**src/rtl/apb_master_if.sv**
```systemverilog
`default_nettype none
// ============================================================================
// Module   : apb_master_if
// Purpose  : Command/response and APB bus bundle for the APB requester.
// Revision : 1.0 - initial release
// ============================================================================
interface apb_master_if #(
    parameter int ADDR_WIDTH = 4,
    parameter int DATA_WIDTH = 128
);
    logic                  cmd_valid;
    logic                  cmd_ready;
    logic                  cmd_write;
    logic [ADDR_WIDTH-1:0] cmd_addr;
    logic [DATA_WIDTH-1:0] cmd_wdata;
    logic                  rsp_valid;
    logic [DATA_WIDTH-1:0] rsp_rdata;
    logic                  rsp_error;
    logic                  rsp_timeout;
    logic                  PSELx;
    logic                  PENABLE;
    logic                  PWRITE;
    logic [ADDR_WIDTH-1:0] PADDR;
    logic [DATA_WIDTH-1:0] PWDATA;
    logic [DATA_WIDTH-1:0] PRDATA;
    logic                  PREADY;
    logic                  PSLVERR;

    modport master (
        input  cmd_valid, cmd_write, cmd_addr, cmd_wdata, PRDATA, PREADY, PSLVERR,
        output cmd_ready, rsp_valid, rsp_rdata, rsp_error, rsp_timeout,
        output PSELx, PENABLE, PWRITE, PADDR, PWDATA
    );

    modport slave (
        output cmd_valid, cmd_write, cmd_addr, cmd_wdata, PRDATA, PREADY, PSLVERR,
        input  cmd_ready, rsp_valid, rsp_rdata, rsp_error, rsp_timeout,
        input  PSELx, PENABLE, PWRITE, PADDR, PWDATA
    );
endinterface
`default_nettype wire

```
**src/rtl/apb_master.sv**
```systemverilog
`default_nettype none
// ============================================================================
// Module   : apb_master
// Purpose  : Converts valid/ready commands into APB SETUP/ACCESS transfers,
//            one response per command, with an optional wait-state timeout.
// Revision : 1.0 - initial release
// ============================================================================
module apb_master #(
    parameter int ADDR_WIDTH     = 4,
    parameter int DATA_WIDTH     = 128,
    parameter int TIMEOUT_CYCLES = 16
) (
    input  wire logic        PCLK,
    input  wire logic        PRESETn,
    apb_master_if.master     bus
);
    localparam logic [1:0] c_IDLE   = 2'd0;
    localparam logic [1:0] c_SETUP  = 2'd1;
    localparam logic [1:0] c_ACCESS = 2'd2;

    // A zero timeout still needs a one-bit counter to keep the logic legal.
    localparam int                 c_CNT_W   = (TIMEOUT_CYCLES > 0) ? $clog2(TIMEOUT_CYCLES + 1) : 1;
    localparam logic [c_CNT_W-1:0] c_TIMEOUT = c_CNT_W'(TIMEOUT_CYCLES);
    localparam logic [c_CNT_W-1:0] c_CNT_MAX = '1;

    logic [1:0]            r_state;
    logic [c_CNT_W-1:0]    r_wait_cnt;
    logic                  r_psel;
    logic                  r_penable;
    logic                  r_pwrite;
    logic [ADDR_WIDTH-1:0] r_paddr;
    logic [DATA_WIDTH-1:0] r_pwdata;
    logic                  r_rsp_valid;
    logic [DATA_WIDTH-1:0] r_rsp_rdata;
    logic                  r_rsp_error;
    logic                  r_rsp_timeout;
    logic                  w_cmd_ready;

    assign w_cmd_ready = (r_state == c_IDLE) && PRESETn;

    always_ff @(posedge PCLK or negedge PRESETn) begin
        if (!PRESETn) begin
            r_state       <= c_IDLE;
            r_wait_cnt    <= '0;
            r_psel        <= 1'b0;
            r_penable     <= 1'b0;
            r_pwrite      <= 1'b0;
            r_paddr       <= '0;
            r_pwdata      <= '0;
            r_rsp_valid   <= 1'b0;
            r_rsp_rdata   <= '0;
            r_rsp_error   <= 1'b0;
            r_rsp_timeout <= 1'b0;
        end else begin
            r_rsp_valid <= 1'b0;
            case (r_state)
                c_IDLE: begin
                    if (bus.cmd_valid && w_cmd_ready) begin
                        r_pwrite  <= bus.cmd_write;
                        r_paddr   <= bus.cmd_addr;
                        r_pwdata  <= bus.cmd_write ? bus.cmd_wdata : '0;
                        r_psel    <= 1'b1;
                        r_penable <= 1'b0;
                        r_state   <= c_SETUP;
                    end
                end
                c_SETUP: begin
                    r_penable  <= 1'b1;
                    r_wait_cnt <= '0;
                    r_state    <= c_ACCESS;
                end
                c_ACCESS: begin
                    if (bus.PREADY) begin
                        r_rsp_valid   <= 1'b1;
                        r_rsp_rdata   <= r_pwrite ? '0 : bus.PRDATA;
                        r_rsp_error   <= bus.PSLVERR;
                        r_rsp_timeout <= 1'b0;
                        r_psel        <= 1'b0;
                        r_penable     <= 1'b0;
                        r_state       <= c_IDLE;
                    end else if ((TIMEOUT_CYCLES != 0) && (r_wait_cnt == c_TIMEOUT)) begin
                        // Slave stalled too long: abort and report as an error.
                        r_rsp_valid   <= 1'b1;
                        r_rsp_rdata   <= '0;
                        r_rsp_error   <= 1'b1;
                        r_rsp_timeout <= 1'b1;
                        r_psel        <= 1'b0;
                        r_penable     <= 1'b0;
                        r_state       <= c_IDLE;
                    end else if (r_wait_cnt != c_CNT_MAX) begin
                        r_wait_cnt <= r_wait_cnt + c_CNT_W'(1);
                    end
                end
                default: begin
                    r_psel    <= 1'b0;
                    r_penable <= 1'b0;
                    r_state   <= c_IDLE;
                end
            endcase
        end
    end

    assign bus.cmd_ready   = w_cmd_ready;
    assign bus.PSELx       = r_psel;
    assign bus.PENABLE     = r_penable;
    assign bus.PWRITE      = r_pwrite;
    assign bus.PADDR       = r_paddr;
    assign bus.PWDATA      = r_pwdata;
    assign bus.rsp_valid   = r_rsp_valid;
    assign bus.rsp_rdata   = r_rsp_rdata;
    assign bus.rsp_error   = r_rsp_error;
    assign bus.rsp_timeout = r_rsp_timeout;
endmodule
`default_nettype wire
```
**src/flat_wrapper.sv**
```systemverilog
// flat-port wrapper written by rule: the top's interface ports become plain ports
module apb_master_flat 
#(
    parameter int ADDR_WIDTH     = 4,
    parameter int DATA_WIDTH     = 128,
    parameter int TIMEOUT_CYCLES = 16
)
  (PCLK, PRESETn, bus_cmd_valid, bus_cmd_write, bus_cmd_addr, bus_cmd_wdata, bus_PRDATA, bus_PREADY, bus_PSLVERR, bus_cmd_ready, bus_rsp_valid, bus_rsp_rdata, bus_rsp_error, bus_rsp_timeout, bus_PSELx, bus_PENABLE, bus_PWRITE, bus_PADDR, bus_PWDATA);
  apb_master_if #(.ADDR_WIDTH(ADDR_WIDTH), .DATA_WIDTH(DATA_WIDTH)) bus_i ();
  input  wire logic PCLK;
  input  wire logic PRESETn;
  input wire logic [$bits(bus_i.cmd_valid)-1:0] bus_cmd_valid;
  input wire logic [$bits(bus_i.cmd_write)-1:0] bus_cmd_write;
  input wire logic [$bits(bus_i.cmd_addr)-1:0] bus_cmd_addr;
  input wire logic [$bits(bus_i.cmd_wdata)-1:0] bus_cmd_wdata;
  input wire logic [$bits(bus_i.PRDATA)-1:0] bus_PRDATA;
  input wire logic [$bits(bus_i.PREADY)-1:0] bus_PREADY;
  input wire logic [$bits(bus_i.PSLVERR)-1:0] bus_PSLVERR;
  output wire logic [$bits(bus_i.cmd_ready)-1:0] bus_cmd_ready;
  output wire logic [$bits(bus_i.rsp_valid)-1:0] bus_rsp_valid;
  output wire logic [$bits(bus_i.rsp_rdata)-1:0] bus_rsp_rdata;
  output wire logic [$bits(bus_i.rsp_error)-1:0] bus_rsp_error;
  output wire logic [$bits(bus_i.rsp_timeout)-1:0] bus_rsp_timeout;
  output wire logic [$bits(bus_i.PSELx)-1:0] bus_PSELx;
  output wire logic [$bits(bus_i.PENABLE)-1:0] bus_PENABLE;
  output wire logic [$bits(bus_i.PWRITE)-1:0] bus_PWRITE;
  output wire logic [$bits(bus_i.PADDR)-1:0] bus_PADDR;
  output wire logic [$bits(bus_i.PWDATA)-1:0] bus_PWDATA;
  assign bus_i.cmd_valid = bus_cmd_valid;
  assign bus_i.cmd_write = bus_cmd_write;
  assign bus_i.cmd_addr = bus_cmd_addr;
  assign bus_i.cmd_wdata = bus_cmd_wdata;
  assign bus_i.PRDATA = bus_PRDATA;
  assign bus_i.PREADY = bus_PREADY;
  assign bus_i.PSLVERR = bus_PSLVERR;
  assign bus_cmd_ready = bus_i.cmd_ready;
  assign bus_rsp_valid = bus_i.rsp_valid;
  assign bus_rsp_rdata = bus_i.rsp_rdata;
  assign bus_rsp_error = bus_i.rsp_error;
  assign bus_rsp_timeout = bus_i.rsp_timeout;
  assign bus_PSELx = bus_i.PSELx;
  assign bus_PENABLE = bus_i.PENABLE;
  assign bus_PWRITE = bus_i.PWRITE;
  assign bus_PADDR = bus_i.PADDR;
  assign bus_PWDATA = bus_i.PWDATA;
  apb_master #(.ADDR_WIDTH(ADDR_WIDTH), .DATA_WIDTH(DATA_WIDTH), .TIMEOUT_CYCLES(TIMEOUT_CYCLES)) u_core (.PCLK(PCLK), .PRESETn(PRESETn), .bus(bus_i));
endmodule
```
**config.mk**
```make
export PLATFORM = sky130hd
export DESIGN_NAME = apb_master_flat
export DESIGN_NICKNAME = d
export VERILOG_FILES = /design/src/rtl/apb_master_if.sv /design/src/rtl/apb_master.sv /design/src/flat_wrapper.sv
export SDC_FILE = /design/constraint.sdc
export NUM_CORES = 1
export LEC_CHECK = 0
export BUFFER_PORTS_ARGS = -buffer_cell sky130_fd_sc_hd__buf_2
export CORE_AREA = 2 2 207 209
export DETAILED_ROUTE_END_ITERATION = 7
export DIE_AREA = 0 0 209 211
export SYNTH_ARGS = -nofsm -noshare
export SYNTH_HDL_FRONTEND = slang
export SYNTH_SLANG_ARGS = --single-unit
```
**constraint.sdc**
```tcl
create_clock -name PCLK -period 2.9 [get_ports PCLK]
set_input_delay 0.58 -clock PCLK [delete_from_list [all_inputs] [get_ports PCLK]]
set_output_delay 0.58 -clock PCLK [all_outputs]
set_load 0.05 [all_outputs]
```
==> results of run 1 <==
cells in the mapped netlist (all sizes together), types with 3 or more instances:
cell    count
nand2     387
inv       133
mux2i     128
mux2        6
ha          3
buf        28
o21ai     130
o311ai      4
clkbuf     46
dfrtp     272
nor2        3
critical path, cell delays in order, from the launching register on:
cell and delay (ns):
dfrtp_1 0.54, nor2_1 0.20, and2_1 0.15, buf_2 0.26
final timing paths:
| kind | startpoint | to | slack [ns] | cells past startpoint |
|---|---|---|---|---|
| setup / recovery | u_core.r_state[1]$_DFFE_PN0P_ | bus_cmd_ready | 0.62 | 3 |
| hold reg to reg | u_core.bus.PWDATA[13]$_DFFE_PN0P_ | u_core.bus.PWDATA[13]$_DFFE_PN0P_ | 0.47 | 2 |
| max in group asynchronous | PRESETn | u_core.bus.PWDATA[68]$_DFFE_PN0P_ | 1.36 | 3 |
| hold / removal | PRESETn | u_core.bus.rsp_rdata[1]$_DFFE_PN0P_ | 0.07 | 2 |
| setup reg to reg | u_core.r_wait_cnt[0]$_DFFE_PN0P_ | u_core.bus.rsp_rdata[71]$_DFFE_PN0P_ | 0.78 | 6 |
| min in group PCLK | bus_cmd_addr[3] | u_core.bus.PADDR[3]$_DFFE_PN0P_ | 0.24 | 2 |
state kept, by name, indices dropped and copies added (netlist names):
signal and count:
u_core.bus.PWRITE 1, u_core.bus.rsp_error 1, u_core.bus.rsp_rdata 128, u_core.bus.rsp_timeout 1
u_core.bus.PSELx 1, u_core.r_wait_cnt 5, u_core.bus.rsp_valid 1, u_core.bus.PADDR 4
u_core.bus.PWDATA 128, u_core.r_state 2
per-stage QoR:
stage          cell area (um^2)  cells  power (W)
2_1_floorplan             11440   1167    0.01183
3_3_place_gp              14780   2192    0.01409
3_5_place_dp              14780   2192    0.01421
4_1_cts                   15830   2249    0.01831
5_1_grt                   15840   2251    0.01900
6_report                  15840   2252    0.01808
layer usage:
layer	share of wire, %	wire length, um	vias to the layer above	global-route usage [%]
li1	-	-	4709	-
met1	40	14100	4476	18.77
met2	48	17050	394	27.07
met3	9.4	3361	75	4.921
met4	2.9	1036	16	5.123
met5	0.31	112	-	0
power by group through the flow:
stage | clock [W] | combinational (W) | sequential [W]
floorplan | 0 | 0.00157 | 0.0103
detailed placement | 0 | 0.00841 | 0.00581
finish | 0.00400 | 0.00830 | 0.00578
CTS | 0.00412 | 0.00841 | 0.00578
global route | 0.00427 | 0.00877 | 0.00596
global placement | 0 | 0.00832 | 0.00577
kinds of logic (layout without fill, tap and decap cells):
kind of cell	Yosys count	count (layout)	synth area share, %
and+or+nand+nor	408	408	13.95
DFF	272	272	59.52
buffers and inverters	207	750	7.735
AOI/OAI and AO/OA	142	142	6.586
muxes	134	134	11.79
adders and majority gates	4	4	0.4158
other	0	3	0
layout make-up:
type	instances	area, um^2
inverters	133	499.2
diodes	3	7.507
clock inverters	15	163.9
clock buffers	42	887.1
multi-input cells	688	3776
repair buffers	560	3023
flip-flops and latches	272	6807
fillers	4209	25920
well taps	539	674.4
==> impl_results.md, run 1 <==
- Worst-Margin Slew: roughly 0.87 ns
- Flops & latches, synth: 272
- Crit. End Element: output port
- Register area share after synthesis: ~60%
- DP HPWL: 26.72 mm
- Cts hold-fix bufs: 0
- Drc violations: 0
- Crit Path Class: flip-flop to output port
- Critical Path RT: around 2.3 ns
- Routed Antenna Nets: 0
- Pwr/cell area: about 1100 nW/um^2
- I/O pin total: around 530
- Synthesis-to-finish area growth: 38.49%
- Share of post-route cells with drive strength above 1: a little over a third
- Yosys warnings: 0
- Yosys top cell by area: dfrtp_1
- Tot GR Track Use: between 15 and 20%
- Reg clk slew, reported paths: roughly 0.06 ns
- Period utilization: 78.76%
- Ranking of synthesized cells by area: dfrtp_1, nand2_1, mux2i_1
- Initial antenna violation count: 12
- Util after Layout: between 30% and 40%
- Synth top area share: just under 60%
- Synth cell types: 33
- Dpl ws: approximately 0.76 ns
- Fmax: approximately 0.44 GHz
- Die Y: 211 um
- Worst-Skew Late Latency: 0.57 ns
- CTS resizes: 0
- Commonest non-fill, non-tap cell in the layout: buf_2
- Fin. Hold Viols: 0
- PnR worst setup slack: a little over 0.6 ns
- Post-DR vias/cell: between 4 and 5
- First-pass GRT wire length: 54.93 mm
- Internal cell power: 0.009298 W
- Number of global-route vias before repair: between 9000 and 10000
- RSZ-0062 raised after global routing: false
- Overflow after GRT: 0
- Post-synthesis async set-or-reset flop share: between 90% and 100%
- DR WL/cell: ~16 um
- Most frequent cells in the layout: buf_2, nand2_1, dfrtp_1, inv_1, o21ai_0
- Largest net degree at the start of global routing: 140
- Worst Clk Skew: around 0.021 ns
- Die area: 44100 um^2
- Clock tree buffer depth: 3
- Total number of vias: roughly 9700
- Clock network power share: between 20 and 25%
- P_sw: approximately 0.0088 W
- RePlAce Congestion: slightly below 0.8
- Die width: around 210 um
- Net Sw Frac: 48.57%
- Final TNS setup: 0 ns
- Clock root buffer: clkbuf_16
- Initial Utilization: 27.39%
- Synthesized instance count: between 1000 and 1500
- Site row count: 75
- Slew headroom: a little over two fifths
- Sequential Power Share: approximately 32%
- Cell leakage power: a little over 8 nW
- Slew Viols, Final: 0
- Maximum vdd ir drop: roughly 0.00048 V
- DRT iter0 DRCs: 497
- Cts bufs inserted: 31
- Hold WC Path Type: input port to asynchronous set/reset pin
- Synthesized Nets: 1436
- Tmin final: 2.284 ns
- Setup violations, final: 0
- Status: finished, final reports clean
- Nets@finish: 1955
- Post-synth top flop: dfrtp_1
- Average cell area after synthesis: around 9.8 um^2
- Fin Hold WS: 0.07035 ns
- IO Port Bufs: about 530
- Clk sink count: between 200 and 300
- H-tree levels: 1
- DR pass1 iterations: 4
- Max cap viols: 0
- Combinational Power Share: a little under half
- Post-synth EDFFs: 0
- Postcts setup bufs: 0
- Crit-path max FO: 16
- Core Area: between 40000 and 50000 um^2
- Worst Path Arrival: between 1.5 and 2 ns
- CP Launch Type: flip-flop
- Synth Cell Area: 11440 um^2
- Drt total wl: approximately 36 mm
- CTS tree: yes
No activity file was read; power rests on OpenSTA's default activity.
==> run 2, diff against run 1 <==
--- a/config.mk
+++ b/config.mk
@@ -6,9 +6,9 @@
 export NUM_CORES = 1
 export LEC_CHECK = 0
 export BUFFER_PORTS_ARGS = -buffer_cell sky130_fd_sc_hd__buf_2
-export CORE_AREA = 2 2 207 209
+export CORE_AREA = 2 2 206 208
 export DETAILED_ROUTE_END_ITERATION = 7
-export DIE_AREA = 0 0 209 211
+export DIE_AREA = 0 0 208 210
 export SYNTH_ARGS = -nofsm -noshare
 export SYNTH_HDL_FRONTEND = slang
 export SYNTH_SLANG_ARGS = --single-unit
==> constraint.sdc (replaced) <==
create_clock -name PCLK -period 1.8 [get_ports PCLK]
set_input_delay 0.36 -clock PCLK [delete_from_list [all_inputs] [get_ports PCLK]]
set_output_delay 0.36 -clock PCLK [all_outputs]
set_load 0.05 [all_outputs]
==> impl_results.md, run 2 (synthesis results as in run 1) <==
- DRT iter0 DRCs: about 570
- Fin. Hold Viols: 0
- Site row count: 75
- Cts bufs inserted: 34
- RePlAce Congestion: approximately 0.80
- Area of the multi-input gates: approximately 3800 um^2
- Clock tree buffer depth: 3
- Nets@finish: 1990
- Post-DR vias/cell: approximately 4.3
- Util after Layout: approximately 40%
- Most frequent cells in the layout: buf_2, nand2_1, dfrtp_1, inv_1, o21ai_0
- Share of post-route cells with drive strength above 1: 38.16%
- Routed Antenna Nets: 0
- Drc violations: 0
- Commonest non-fill, non-tap cell in the layout: buf_2
- Fmax: around 0.56 GHz
- Reg clk slew, reported paths: 0.06 ns
- Maximum vdd ir drop: 0.0007142 V
- Number of global-route vias before repair: slightly above 10000
- Drt total wl: around 38 mm
- # placed instances: roughly 2200
- Die width: roughly 210 um
- Worst path top cell family by delay: flip-flops
- CP Launch Type: flip-flop
- Slew headroom: 33.43%
- Critical Path RT: roughly 1.4 ns
- Status: finished, final reports clean
- Worst Clk Skew: approximately 0.015 ns
- IO Port Bufs: about 530
- Dpl ws: -0.1643 ns
- DR WL/cell: around 16 um
- Worst-Margin Slew: 0.9985 ns
- Buf+Inv Stages, Crit Path: 2
- Worst Path Arrival: 1.43 ns
- Final TNS setup: 0 ns
- Crit Path Class: flip-flop to output port
- Period utilization: between 90 and 100%
- H-tree levels: 2
- Crit-path slowest cell: dfrtp_2
- I/O pin total: roughly 530
- Total number of vias: slightly below 10000
- Overflow after GRT: 0
- Clock root buffer: clkbuf_16
- DR pass1 iterations: 5
- Core Area: 41480 um^2
- First-pass GRT wire length: about 56 mm
- Non-filler cells, final: 2282
- Initial antenna violation count: 7
- Worst stage delay on the critical path: ~0.41 ns
- Synthesis-to-finish area growth: 44.86%
- Worst-Skew Late Latency: ~0.52 ns
- Hold WC Path Type: input port to flip-flop
- Die area: ~44000 um^2
- Largest net degree at the start of global routing: between 150 and 200
- Pwr/cell area: around 1800 nW/um^2
- CTS tree: yes
- Tmin final: around 1.8 ns
- Setup violations, final: 0
- Tot GR Track Use: 16.28%
- Fillers: around 4100
- Initial Utilization: approximately 28%
- RSZ-0062 raised after global routing: true
- Crit path cell chain: buf_12, nor2_4, and2_4, buf_8
- Die Y: around 210 um
- DP HPWL: about 27 mm
- Clk sink count: ~270
- Register area: about 6800 um^2
- PnR worst setup slack: about 0.0086 ns
- Slew Viols, Final: 0
- Crit. End Element: output port
- Cell leakage power: around 8.6 nW
- Max cap viols: 0
- Crit-path max FO: 2
[run 2: path summary, 6_finish.rpt]
kind / start / end / slack (ns) / cells past startpoint
hold / removal: bus_PSLVERR / u_core.bus.rsp_error$_DFFE_PN0P_ / 0.06 / 2
hold reg to reg: u_core.bus.PWDATA[7]$_DFFE_PN0P_ / u_core.bus.PWDATA[7]$_DFFE_PN0P_ / 0.47 / 2
setup reg to reg: u_core.r_wait_cnt[0]$_DFFE_PN0P_ / u_core.bus.rsp_rdata[16]$_DFFE_PN0P_ / 0.009 / 7
min in group asynchronous: PRESETn / u_core.bus.rsp_rdata[93]$_DFFE_PN0P_ / 0.56 / 3
setup / recovery: u_core.r_state[1]$_DFFE_PN0P_ / bus_cmd_ready / 0.009 / 4
max in group asynchronous: PRESETn / u_core.bus.PWDATA[82]$_DFFE_PN0P_ / 0.39 / 3
[run 2: area by class of cell]
type,count,share of cell area (%)
clock inverters,6,0.6571
repair buffers,592,21.87
inverters,133,3.014
well taps,539,4.071
multi-input cells,688,23.13
diodes,3,0.04532
flip-flops and latches,272,41.10
clock buffers,49,6.103
[run 2: report_power, final]
part | leakage (nW) | internal [W] | switching [W]
clock | 0.549 | 0.00431 | 0.00260
sequential | 3.56 | 0.00818 | 0.00114
combinational | 4.44 | 0.00336 | 0.0106
[run 2: worst register-to-register path, stage by stage, from the launching register on]
cell,delay [ns]
dfrtp_1,0.41
inv_2,0.10
ha_4,0.13
and4bb_4,0.25
o21a_4,0.22
buf_12,0.18
clkbuf_16,0.21
mux2i_1,0.19
[run 2: metal layers]
metal	vias up	GRT usage, %	wire (um)
met4	8	5.013	835
met1	4599	19.21	15130
met5	-	0	58
met3	62	5.900	3222
li1	4783	-	-
met2	395	27.70	18380
[run 2: stage by stage]
step                hold slack (ns)  total power [W]  area [um^2]
global placement             0.4571          0.02276        14900
finish                      0.05526          0.03019        16570
CTS                         0.02205          0.03009        16100
floorplan                   0.06441          0.01907        11440
detailed placement           0.4652          0.02297        14900
global route                0.03745          0.03167        16560
[run 2: timing repair]
item,in CTS,in global routing
endpoints found under the hold margin,76,0
setup buffers,2,6
hold buffers,1,0
endpoints found under the setup margin,53,99
pin swaps,0,6
gates resized for setup,9,31
gates cloned,1,13
==> run 3, diff against run 2 <==
--- a/config.mk
+++ b/config.mk
@@ -9,6 +9,7 @@
 export CORE_AREA = 2 2 206 208
 export DETAILED_ROUTE_END_ITERATION = 7
 export DIE_AREA = 0 0 208 210
+export MAX_ROUTING_LAYER = met4
 export SYNTH_ARGS = -nofsm -noshare
 export SYNTH_HDL_FRONTEND = slang
 export SYNTH_SLANG_ARGS = --single-unit
==> impl_results.md, run 3 (synthesis results as in run 1) <==
- Status: finished, final reports clean
- Cts bufs inserted: 34
- DR pass1 iterations: 5
- Worst-Margin Slew: 1.024 ns
- Drc violations: 0
- I/O pin total: around 530
- Worst Clk Skew: 0.01138 ns
- Largest net degree at the start of global routing: about 150
- Crit. End Element: output port
- Pwr/cell area: about 1800 nW/um^2
- Crit-path max FO: 2
- Slew Viols, Final: 0
- Number of global-route vias before repair: 10231
- Critical Path RT: approximately 1.4 ns
- Total number of vias: ~9900
- DR WL/cell: about 16 um
- RR Endpoint: u_core.bus.rsp_rdata[28]$_DFFE_PN0P_
- Period utilization: between 90 and 100%
- Clock root buffer: clkbuf_16
- Die Y: around 210 um
- RSZ-0062 raised after global routing: true
- Die width: 208 um
- Most frequent cells in the layout: buf_2, nand2_1, dfrtp_1, inv_1, o21ai_0
- Routed Antenna Nets: 0
- WHS Path Cells: 2
- Max cap viols: 0
- Slew headroom: between 30% and 40%
- DP HPWL: between 20 and 30 mm
- Initial Utilization: between 20% and 30%
- Die area: roughly 44000 um^2
- Worst-Skew Late Latency: approximately 0.52 ns
- Maximum vdd ir drop: between 0.0007 and 0.0008 V
- IO Port Bufs: roughly 530
- Crit Path Class: flip-flop to output port
- Reg clk slew, reported paths: 0.06 ns
- Drt total wl: roughly 38 mm
- Clock tree buffer depth: 3
- CTS tree: yes
- First-pass GRT wire length: between 50 and 60 mm
- Reg2reg path depth: 7
- Dpl ws: -0.1643 ns
- Nets@finish: around 2000
- DRT iter0 DRCs: 540
- RePlAce Congestion: ~0.81
- Util after Layout: 39.96%
- Initial antenna violation count: 7
- Commonest non-fill, non-tap cell in the layout: buf_2
- Fin. Hold Viols: 0
- PnR worst setup slack: between 0.01 and 0.015 ns
- Hold path start: bus_PSLVERR
- Tmin final: 1.789 ns
- Reg-to-reg setup timing slack: 0.02 ns
- Cell leakage power: roughly 8.6 nW
- Worst Path Arrival: roughly 1.4 ns
- Post-DR vias/cell: 4.346
- Tot GR Track Use: 16.75%
- Share of post-route cells with drive strength above 1: 38.16%
- Fmax: 0.5590 GHz
- Hold worst-path end: u_core.bus.rsp_error$_DFFE_PN0P_
- H-tree levels: 2
- Synthesis-to-finish area growth: 44.92%
- R2R Path Start: u_core.r_wait_cnt[0]$_DFFE_PN0P_
- CP Launch Type: flip-flop
- Hold WC Path Type: input port to flip-flop
- Overflow after GRT: 0
- Clk sink count: 272
- Final TNS setup: 0 ns
- Setup violations, final: 0
- Core Area: just over 40000 um^2
- Site row count: 75
==> run 3: layout make-up <==
| cell class | count | area, um^2 |
|---|---|---|
| well taps | 539 | 674.4 |
| clock buffers | 49 | 1011 |
| clock inverters | 6 | 108.9 |
| inverters | 133 | 499.2 |
| fillers | 4125 | 24900 |
| repair buffers | 592 | 3623 |
| multi-input cells | 688 | 3832 |
| flip-flops and latches | 272 | 6809 |
| diodes | 6 | 15.01 |
==> run 3: worst max path at each step <==
stage / startpoint / depth (start not counted) / slack, ns / to
after floorplan: u_core.r_wait_cnt[0]$_DFFE_PN0P_ / 6 / 0.003 / u_core.r_wait_cnt[0]$_DFFE_PN0P_
after global routing: u_core.r_wait_cnt[1]$_DFFE_PN0P_ / 7 / -0.08 / u_core.bus.rsp_rdata[28]$_DFFE_PN0P_
after detailed placement: u_core.r_wait_cnt[1]$_DFFE_PN0P_ / 6 / -0.16 / u_core.r_wait_cnt[0]$_DFFE_PN0P_
after CTS: u_core.r_state[1]$_DFFE_PN0P_ / 4 / -0.09 / bus_cmd_ready
final: u_core.r_state[1]$_DFFE_PN0P_ / 4 / 0.01 / bus_cmd_ready
after global placement: u_core.r_wait_cnt[1]$_DFFE_PN0P_ / 6 / -0.08 / u_core.r_wait_cnt[1]$_DFFE_PN0P_
==> run 3: report_power, final <==
group | total, W | switching [W] | internal (W)
clock network | 0.00691 | 0.00260 | 0.00431
logic | 0.0140 | 0.0106 | 0.00336
registers | 0.00932 | 0.00114 | 0.00818
total | 0.0302 | 0.0144 | 0.0158
==> run 3: what timing repair did <==
action,in CTS,in global routing
endpoints found under the hold margin,76,0
resized for setup,9,31
pin swaps,0,6
gates cloned,1,13
hold buffers,1,0
buffers inserted,2,6
setup endpoints to repair,53,99
==> run 3: critical path, stage by stage (launching register included) <==
cell,delay [ns]
dfrtp_2,0.41
buf_12,0.13
nor2_4,0.08
and2_4,0.15
buf_8,0.14
==> run 3: stage by stage <==
step           hold WS, ns  std cells  power, W  instance area [um^2]
2_1_floorplan      0.06441       1167   0.01907                 11440
3_3_place_gp        0.4571       2201   0.02276                 14900
3_5_place_dp        0.4652       2201   0.02297                 14900
4_1_cts            0.02205       2260   0.03009                 16100
5_1_grt            0.03745       2285   0.03167                 16570
6_report           0.05612       2285   0.03020                 16570
==> run 3: routing by layer <==
layer  part of all wire, %  wire, um  GRT usage [%]  vias up
met5                     0         0              -        -
li1                      -         -              -     4785
met4                   2.5       956          5.576        0
met1                    41     15410          19.47     4692
met3                   7.9      2966          5.408       56
met2                    49     18290          27.46      398
